**config.mk**
```make
export PLATFORM = sky130hd
export DESIGN_NAME = tl_dma_channel_engine
export DESIGN_NICKNAME = d
export VERILOG_FILES = /design/src/rtl/tl_dma_channel_engine.sv
export SDC_FILE = /design/constraint.sdc
export NUM_CORES = 1
export LEC_CHECK = 0
export CAP_MARGIN = 0
export CORE_MARGIN = 5
export CORE_UTILIZATION = 35
export CTS_CLUSTER_DIAMETER = 80
export DETAILED_ROUTE_END_ITERATION = 8
export PLACE_DENSITY = 0.66
export SLEW_MARGIN = 20
export SYNTH_ARGS = -nofsm -noshare
export SYNTH_HDL_FRONTEND = slang
export SYNTH_SLANG_ARGS = --single-unit
```
**constraint.sdc**
```tcl
create_clock -name dma_clock_i -period 10.4 [get_ports dma_clock_i]
set_input_delay 2.08 -clock dma_clock_i [delete_from_list [all_inputs] [get_ports dma_clock_i]]
set_output_delay 2.08 -clock dma_clock_i [all_outputs]
set_load 0.1 [all_outputs]
```
**src/rtl/tl_dma_channel_engine.sv**
```systemverilog
// Single-channel TileLink-UL DMA engine: moves len bytes as read-then-write beats with fixed or
// incrementing addressing. Define TL_DMA_ABORT_EN to add abort_i/aborted_o beat-boundary abort.
module tl_dma_channel_engine #(
  parameter int TL_AW  = 32,
  parameter int TL_DW  = 32,
  parameter int TL_RS  = 4,
  parameter int SRC_ID = 0,
  parameter int LEN_W  = 32
) (
  input  logic                 dma_clock_i,
  input  logic                 dma_reset_i,
  input  logic                 start_i,
  input  logic [TL_AW-1:0]     src_i,
  input  logic [TL_AW-1:0]     dst_i,
  input  logic [LEN_W-1:0]     len_i,
  input  logic                 src_inc_i,
  input  logic                 dst_inc_i,
`ifdef TL_DMA_ABORT_EN
  input  logic                 abort_i,
  output logic                 aborted_o,
`endif
  output logic                 busy_o,
  output logic                 done_o,
  output logic                 err_o,
  output logic [2:0]           a_opcode,
  output logic [2:0]           a_param,
  output logic [3:0]           a_size,
  output logic [TL_RS-1:0]     a_source,
  output logic [TL_AW-1:0]     a_address,
  output logic [TL_DW/8-1:0]   a_mask,
  output logic [TL_DW-1:0]     a_data,
  output logic                 a_corrupt,
  output logic                 a_valid,
  input  logic                 a_ready,
  input  logic [2:0]           d_opcode,
  input  logic [1:0]           d_param,
  input  logic [3:0]           d_size,
  input  logic [TL_RS-1:0]     d_source,
  input  logic                 d_denied,
  input  logic [TL_DW-1:0]     d_data,
  input  logic                 d_corrupt,
  input  logic                 d_valid,
  output logic                 d_ready
);

  localparam int BEAT  = TL_DW / 8;
  localparam int OFF_W = $clog2(BEAT);

  typedef enum logic [2:0] {
    IDLE, CHECK, RD_REQ, RD_WAIT, WR_REQ, WR_WAIT, DONE, ERR
  } state_t;

  state_t             state, state_next;
  logic [TL_AW-1:0]   cur_src, cur_dst;
  logic [LEN_W-1:0]   remaining, rem_next;
  logic               src_inc, dst_inc;
  logic [TL_DW-1:0]   rdata;
  logic               misaligned, rd_ok, wr_ok;
  logic               unused_tl;

  assign rem_next   = remaining - LEN_W'(BEAT);
  assign misaligned = (cur_src[OFF_W-1:0] != '0) || (cur_dst[OFF_W-1:0] != '0) ||
                      (remaining[OFF_W-1:0] != '0);
  assign rd_ok      = !d_denied && !d_corrupt && (d_opcode == 3'd1);
  assign wr_ok      = !d_denied && (d_opcode == 3'd0);

  assign busy_o    = (state != IDLE);
  assign done_o    = (state == DONE);
  assign err_o     = (state == ERR);
  assign a_param   = '0;
  assign a_source  = TL_RS'(SRC_ID);
  assign a_corrupt = 1'b0;
  assign unused_tl = ^{d_param, d_size, d_source};

`ifdef TL_DMA_ABORT_EN
  logic abort_flag, abort_req, abort_go;

  assign abort_req = abort_flag || abort_i;

  // Abort request is remembered until the engine next reaches a beat boundary.
  always_ff @(posedge dma_clock_i or posedge dma_reset_i) begin
    if (dma_reset_i) begin
      abort_flag <= 1'b0;
      aborted_o  <= 1'b0;
    end else begin
      aborted_o <= abort_go;
      if (state == IDLE) abort_flag <= 1'b0;
      else if (abort_i)  abort_flag <= 1'b1;
    end
  end
`endif

  always_ff @(posedge dma_clock_i or posedge dma_reset_i) begin
    if (dma_reset_i) begin
      state     <= IDLE;
      cur_src   <= '0;
      cur_dst   <= '0;
      remaining <= '0;
      src_inc   <= 1'b0;
      dst_inc   <= 1'b0;
      rdata     <= '0;
    end else begin
      state <= state_next;
      if (state == IDLE && start_i) begin
        cur_src   <= src_i;
        cur_dst   <= dst_i;
        remaining <= len_i;
        src_inc   <= src_inc_i;
        dst_inc   <= dst_inc_i;
      end
      if (state == RD_WAIT && d_valid) rdata <= d_data;
      if (state == WR_WAIT && d_valid && wr_ok) begin
        remaining <= rem_next;
        if (src_inc) cur_src <= cur_src + TL_AW'(BEAT);
        if (dst_inc) cur_dst <= cur_dst + TL_AW'(BEAT);
      end
    end
  end

  // Requests are driven straight from the state so the A payload cannot move while a_valid waits.
  always_comb begin
    state_next = state;
    a_valid    = 1'b0;
    a_opcode   = 3'd0;
    a_size     = 4'd0;
    a_mask     = '0;
    a_address  = '0;
    a_data     = '0;
    d_ready    = 1'b0;
`ifdef TL_DMA_ABORT_EN
    abort_go   = 1'b0;
`endif
    case (state)
      IDLE: if (start_i) state_next = CHECK;
      CHECK: begin
        if (misaligned)              state_next = ERR;
        else if (remaining == '0)    state_next = DONE;
        else begin
          state_next = RD_REQ;
`ifdef TL_DMA_ABORT_EN
          if (abort_req) begin
            state_next = IDLE;
            abort_go   = 1'b1;
          end
`endif
        end
      end
      RD_REQ: begin
        a_valid   = 1'b1;
        a_opcode  = 3'd4;
        a_size    = 4'(OFF_W);
        a_mask    = '1;
        a_address = cur_src;
        if (a_ready) state_next = RD_WAIT;
      end
      RD_WAIT: begin
        d_ready = 1'b1;
        if (d_valid) state_next = rd_ok ? WR_REQ : ERR;
      end
      WR_REQ: begin
        a_valid   = 1'b1;
        a_opcode  = 3'd0;
        a_size    = 4'(OFF_W);
        a_mask    = '1;
        a_address = cur_dst;
        a_data    = rdata;
        if (a_ready) state_next = WR_WAIT;
      end
      WR_WAIT: begin
        d_ready = 1'b1;
        if (d_valid) begin
          if (!wr_ok)               state_next = ERR;
          else if (rem_next == '0)  state_next = DONE;
          else begin
            state_next = RD_REQ;
`ifdef TL_DMA_ABORT_EN
            if (abort_req) begin
              state_next = IDLE;
              abort_go   = 1'b1;
            end
`endif
          end
        end
      end
      DONE:    state_next = IDLE;
      ERR:     state_next = IDLE;
      default: state_next = IDLE;
    endcase
  end

endmodule

```
Word-level counts from Yosys, hierarchy flattened
Index checks and enable logic that the tools add are counted.
Word-level totals
  bits in registers: 133
  input bits: 150
  output and inout port bits: 88
  word-level logic and storage cells: 73
Cells by class
  add/sub/neg operators: 3
  equal/unequal tests: 13
  mux-type cells: 26
  reduce and logical (&&, ||, !) cells: 24
Operators with widths (number)
  32-bit 2-to-1 mux: 9
  32-bit by 3-bit adder with 32-bit output, second input constant: 2
  32-bit logical NOT: 2
  32-bit one-hot mux with 2 select lines: 1
  32-bit by 3-bit subtractor with 32-bit output, second input constant: 1
  3-bit 2-to-1 mux: 10
  3-bit one-hot mux with 7 select lines: 1
  3-bit equality test, second input constant: 4
  2-bit inequality test, second input constant: 5
  2-bit nonzero test: 4
  1-bit logical AND: 7
  3-bit by 1-bit equality test with 1-bit output, second input constant: 2
  3-bit by 2-bit equality test with 1-bit output, second input constant: 2
  3-bit logical NOT: 2
  2-bit OR reduction: 3
  5-bit AND reduction: 1
  2-bit 2-to-1 mux: 2
  4-bit 2-to-1 mux: 1
  3-bit nonzero test: 1
  1-bit logical NOT: 2
  1-bit logical OR: 2
  1-bit 2-to-1 mux: 2

Depth between registers and ports, before layout
Gate-level depths: netlist (run 1).
  depth in word-level cells: 6
  depth in mapped cells: 9
  mapped depth without buffers: 8

Worst setup path after synthesis (run 1)
Ideal clock, no wire load.
  path type: reg2out
  from: register state[2]
  to: output a_address[10]
  arrival time: 2.905 ns
  data required time: 8.320 ns
  slack: 5.415 ns
  cell stages (with the launch flop): 6
  buffers on the path: 2
  path through: dfrtp_1 > nor2b_1 > nor2b_1 > clkbuf_1 > clkbuf_1 > a22o_1
Between the ends
  cells in the longest elaborated chain, start to end: 2
  elaborated cells on any way between the ends: 3
  classes of those cells: 2 x eq/ne; 1 x mux
Ends and longest elaborated chain
  start: declaration: line 53  | state_t state, state_next;
  start signal: assignment: line 103  | state <= state_next;
  3-bit equality test or 3-bit by 2-bit equality test with 1-bit output (tied branches): line 133  | case (state)
  32-bit one-hot mux with 2 select lines *: line 133
  end: declaration: line 29  | output logic [TL_AW-1:0] a_address,
Every way passes the cells marked *; elsewhere a longest branch is shown, timed or not.

Final worst setup path (run 1)
  from: register state[0]
  to: output a_address[6]
The elaborated chain is that of the path after synthesis.

==> results of run 1 <==
cells by family after synthesis:
family,Yosys count,synth area share [%]
AOI/OAI and AO/OA,256,22.69
muxes,33,4.556
other,1,0.04613
buffers and inverters,93,5.941
adders and majority gates,5,0.7696
and+or+nand+nor,394,24.41
xor gates and xnor gates,6,0.6464
DFF,133,40.94
routing by layer:
metal  share of wire, %  track usage, %  vias to the layer above  wire length [um]
met5                  0               0                        -                 0
met1                 43           28.37                     3871             12190
met4                2.4           6.920                        0               680
met3                6.8           4.328                       45              1901
li1                   -               -                     3771                 -
met2                 47           32.93                      315             13310
per-stage QoR:
stage	utilization [%]	std cells	area, um^2
detailed placement	45.62	1392	10390
finish	48.70	1425	11090
CTS	48.57	1424	11060
global placement	45.62	1392	10390
global route	48.70	1425	11090
floorplan	-	933	8174
power groups by stage:
stage	logic (mW)	registers, mW	clock network, mW
2_1_floorplan	1.43	0.952	0
3_3_place_gp	1.70	1.09	0
3_5_place_dp	1.72	1.11	0
4_1_cts	1.73	1.10	0.705
5_1_grt	1.84	1.15	0.728
6_report	1.73	1.10	0.694
cell usage in the layout (no fill, tap or decap), drive strengths merged, types with 13 or more instances in the layout:
cell type        n
clkdlybuf4s50  214
dfrtp          133
nor2           112
nand2           96
a21oi           53
o21ai           46
and2            38
a22o            33
mux2            32
a211oi          30
nor3            28
nand3           21
clkbuf          19
nand4           17
a221o           17
nor4            16
inv             15
a311oi          13
conb            13
registers in the layout, summed over array words and instances, names as in the netlist:
register   cells
dst_inc        1
cur_dst       32
rdata         32
cur_src       32
src_inc        1
state          3
remaining     32
critical path, stage by stage, from the launching register on:
cell and delay (ps):
dfrtp_1 550, or2_2 390, nor2_4 130, buf_4 530, a22o_1 300, clkdlybuf4s50_1 1160
final timing paths:
check                        startpoint            to  slack [ps]  cells after the start
setup / recovery               state[0]  a_address[6]        4800                      5
hold / removal                rdata[18]     rdata[18]         500                      1
setup reg to reg           remaining[2]      state[2]        7260                      8
hold reg to reg               rdata[18]     rdata[18]         500                      1
max in group asynchronous   dma_reset_i     rdata[30]        7160                      4
min in group asynchronous   dma_reset_i      rdata[7]        2110                      2
area by class of cell:
type	instances	area, um^2
clock buffer	19	442.9
clock inverter	13	229.0
tap	313	391.6
fill	2166	11690
sequential	133	3328
inverter	15	61.31
multi-input combinational	707	4394
timing repair buffer	225	2245
==> impl_metrics.ini, run 1 <==
[sta]
holdWs_ps = 495.6
hold_violations = 0
tightest_slew_ps = 1120
fin_skew_ps = 10.30
slew_viol_final = 0
rsz0062_at_grt = false
setup_slack_ps = 4795
finalSetupViolCount = 0
setup-tns-final_ps = 0
fmax_ghz = 0.1784
max_slew_margin_pct = 25.07
final.min_clock_period_ps = 5605
period_share_pct = 53.89

[power_and_ir_drop]
power_density_nw_per_um2 = 317.7
peakVddDrop_v = 0.0002930
p_clk_share_pct = 19.7
leakage_nw = 4.243
internal_power_mw = 1.796
sw_frac_of_total_pct = 49.03
totalPowerFinal_mw = 3.524
p_switching_mw = 1.728
seq_power_share_pct = 31.3
combinationalPowerShare_pct = 49.0

[synth]
syn_area_um2 = 8129
yosysSeqAreaShare_pct = 40.94
synth_largest_area_cell = dfrtp_1
synth-edff-count = 0
yosysWarnings = 0
yosys.area.top_type_share_pct = 40.94
ys_seq_elements = 133
yosysMostFrequentCell = dfrtp_1
synth_area_leaders = dfrtp_1, nor2_1, mux2_2, nand2_1, a22o_1
synth_common_cells = dfrtp_1, nor2_1, nand2_1
syn-instance-count = 921
netlist-cell-type-count = 72
async_flop_share_pct = 100.0
ys.flop_type = dfrtp_1
syn_area_per_cell_um2 = 8.826

[finish]
final_nets = 1254
antenna_cells = 0
layout-drive-gt1-share_pct = 9.263
area_growth_pct = 36.45

[die]
die_width_um = 162.4
row_count = 55
die_area_um2 = 26370
start_util_pct = 35.69
chipHeight_um = 162.4
coreArea_um2 = 22780
io_pins = 238

[grt]
grt_first_pass_wirelength_um = 43680
first_global_vias = 7727
antenna_found_initial = 0
grtUsageTotal_pct = 20.76
grt_max_degree = 74
gr-total-overflow = 0

[clock_tree]
clockBufferDepth = 2
root_buffer = clkbuf_16
clk_pin_slew_ps = 60
hold_buffers = 0
post_cts_buffers = 0
cts_resized = 0
cts-htree-levels = 4
cts_sinks = 133
insertion_delay_ps = 420
cts_buffers = 17
cts_tree = done

[run_status]
outcome = finished, final reports clean

[placement]
dpl.hpwl_um = 19990
routabilityCongestion = 0.8800
dp_slack_ps = 5204
port_buffers = 214

[run]
cap_violations = 0

[setup_path]
crit_fanout = 61
start_kind = flip-flop
cp.required_ps = 8320
critPathKind = reg2out
endpoint_kind = primary output
critPathArrivalTime_ps = 3520

[drt]
wl_um = 28090
vias = 8002
drt-vias-per-instance = 5.615
drt-initial-drc-count = 819
detail_route.first_pass.iterations = 5
antenna_left = 0
routedWlPerCell_um = 19.71
drc = 0

[worst_hold_path]
min_path_type = reg2reg
Note: power is estimated with default switching activity, not from simulation.
==> run 2: changes to the inputs <==
--- a/config.mk
+++ b/config.mk
@@ -10,7 +10,7 @@
 export CORE_UTILIZATION = 35
 export CTS_CLUSTER_DIAMETER = 80
 export DETAILED_ROUTE_END_ITERATION = 8
-export PLACE_DENSITY = 0.66
+export PLACE_DENSITY = 0.68
 export SLEW_MARGIN = 20
 export SYNTH_ARGS = -nofsm -noshare
 export SYNTH_HDL_FRONTEND = slang
==> constraint.sdc (replaced) <==
create_clock -name dma_clock_i -period 4.5 [get_ports dma_clock_i]
set_input_delay 0.9 -clock dma_clock_i [delete_from_list [all_inputs] [get_ports dma_clock_i]]
set_output_delay 0.9 -clock dma_clock_i [all_outputs]
set_load 0.1 [all_outputs]
==> run 2 against run 1 <==
  * Critical path depth unchanged
  * Clock-buffer cell count stayed put
  * Largest power group unchanged
  * Core utilization shrank 0.73 points
  * First-iteration DRC count decreased by 12%
  * Via count is 2.8% higher
  * Cell area down 1.5%
  * Hold slack about the same
==> impl_metrics.ini, run 2 (synthesis results as in run 1) <==
[run_status]
outcome = finished, final reports clean

[drt]
vias = 8229
detail_route.first_pass.iterations = 6
antenna_left = 0
drt-initial-drc-count = 718
wl_um = 28390
drt-vias-per-instance = 5.759
dr_wl_met2_um = 13420
wirelength_met1_um = 12080
routed-wl-met3_um = 2224
routedWlPerCell_um = 19.86
top_layer = met4
drc = 0

[clock_tree]
cts_sinks = 133
clockBufferDepth = 2
cts-htree-levels = 4
cts_resized = 0
post_cts_buffers = 0
insertion_delay_ps = 420
cts_buffers = 17
cts_tree = done
clk_pin_slew_ps = 60
root_buffer = clkbuf_16
hold_buffers = 0

[setup_path]
cp-startpoint = state[0]
cp.required_ps = 3600
r2r_slack_ps = 1360
start_kind = flip-flop
endpoint_kind = primary output
critPathKind = reg2out
reg2reg_from = remaining[2]
critPathArrivalTime_ps = 2780
crit_fanout = 35

[finish]
final_core_util_pct = 47.97
antenna_cells = 0
final_nets = 1258
instances_no_fill = 1429
final_cell_mix = clkdlybuf4s50_1, dfrtp_1, nor2_1
area_growth_pct = 34.42
layout-drive-gt1-share_pct = 15.95
layout_commonest_cell = clkdlybuf4s50_1

[sta]
tightest_slew_ps = 987.5
finalSetupViolCount = 0
slew_viol_final = 0
period_share_pct = 81.77
max_slew_margin_pct = 33.96
fin_skew_ps = 8.540
rsz0062_at_grt = false
setup-tns-final_ps = 0
fmax_ghz = 0.2718
hold_violations = 0
final.min_clock_period_ps = 3680
setup_slack_ps = 820.3

[placement]
dp_slack_ps = 786.5
routabilityCongestion = 0.8929
port_buffers = 214
place_inst = 1397
dpl.hpwl_um = 20440

[grt]
antenna_found_initial = 0
grt_max_degree = 64
first_global_vias = 7942
gr-total-overflow = 0
grt_first_pass_wirelength_um = 44270
grtUsageTotal_pct = 20.88

[power_and_ir_drop]
power_density_nw_per_um2 = 738.4
peakVddDrop_v = 0.0005996
leakage_nw = 4.379

[worst_hold_path]
min_path_type = reg2reg
hold_start = rdata[18]

[die]
coreArea_um2 = 22780
chipHeight_um = 162.4
io_pins = 238
row_count = 55
die_width_um = 162.4
die_area_um2 = 26370
start_util_pct = 35.69

[run]
cap_violations = 0
-- run 2: changes by cell type in the layout (fill, tap and decap cells not counted), moves of 2 or more --
cell and delta:
buf_12 +2, buf_4 +74, clkdlybuf4s50_1 -71, clkinv_4 -2
clkinvlp_4 +3
-- run 2: path summary, 6_finish.rpt --
check / end / cells past startpoint
max in group asynchronous: cur_src[9] / 3
min in group asynchronous: rdata[1] / 2
worst max-delay path: a_address[22] / 5
worst min-delay path: rdata[18] / 1
worst max register to register: state[2] / 8
worst min register to register: rdata[18] / 1
-- run 2: area by class of cell --
| type | instances | area (um^2) |
|---|---|---|
| fillers | 2198 | 11850 |
| multi-input cells | 707 | 4389 |
| flip-flops and latches | 133 | 3328 |
| repair buffers | 229 | 2102 |
| clock buffers | 19 | 452.9 |
| well taps | 313 | 391.6 |
| clock inverters | 13 | 203.9 |
| inverters | 15 | 58.81 |
-- run 2: critical path, cell delays in order (launching register included) --
cell     delay, ps
dfrtp_1        550
or2_2          390
nor2_4         560
buf_12         280
a22o_1         220
buf_4          310
-- run 2: power by group --
part,switching [mW],internal [mW]
registers,0.780,1.78
clock network,0.561,1.01
logic,2.68,1.26
total,4.02,4.05
-- run 2: metal layers --
layer	up-vias	global-route usage (%)
li1	3782	-
met1	4002	28.49
met2	396	33.57
met3	49	3.999
met4	0	6.690
met5	-	0
-- run 2: per-stage QoR --
| stage | power (mW) | hold slack (ps) | area (um^2) |
|---|---|---|---|
| after CTS | 8.072 | 498.5 | 10930 |
| after detailed placement | 6.475 | 484.6 | 10270 |
| after floorplan | 5.500 | 460.1 | 8174 |
| final | 8.068 | 495.2 | 10930 |
| after global routing | 8.488 | 514.0 | 10930 |
| after global placement | 6.404 | 477.9 | 10270 |
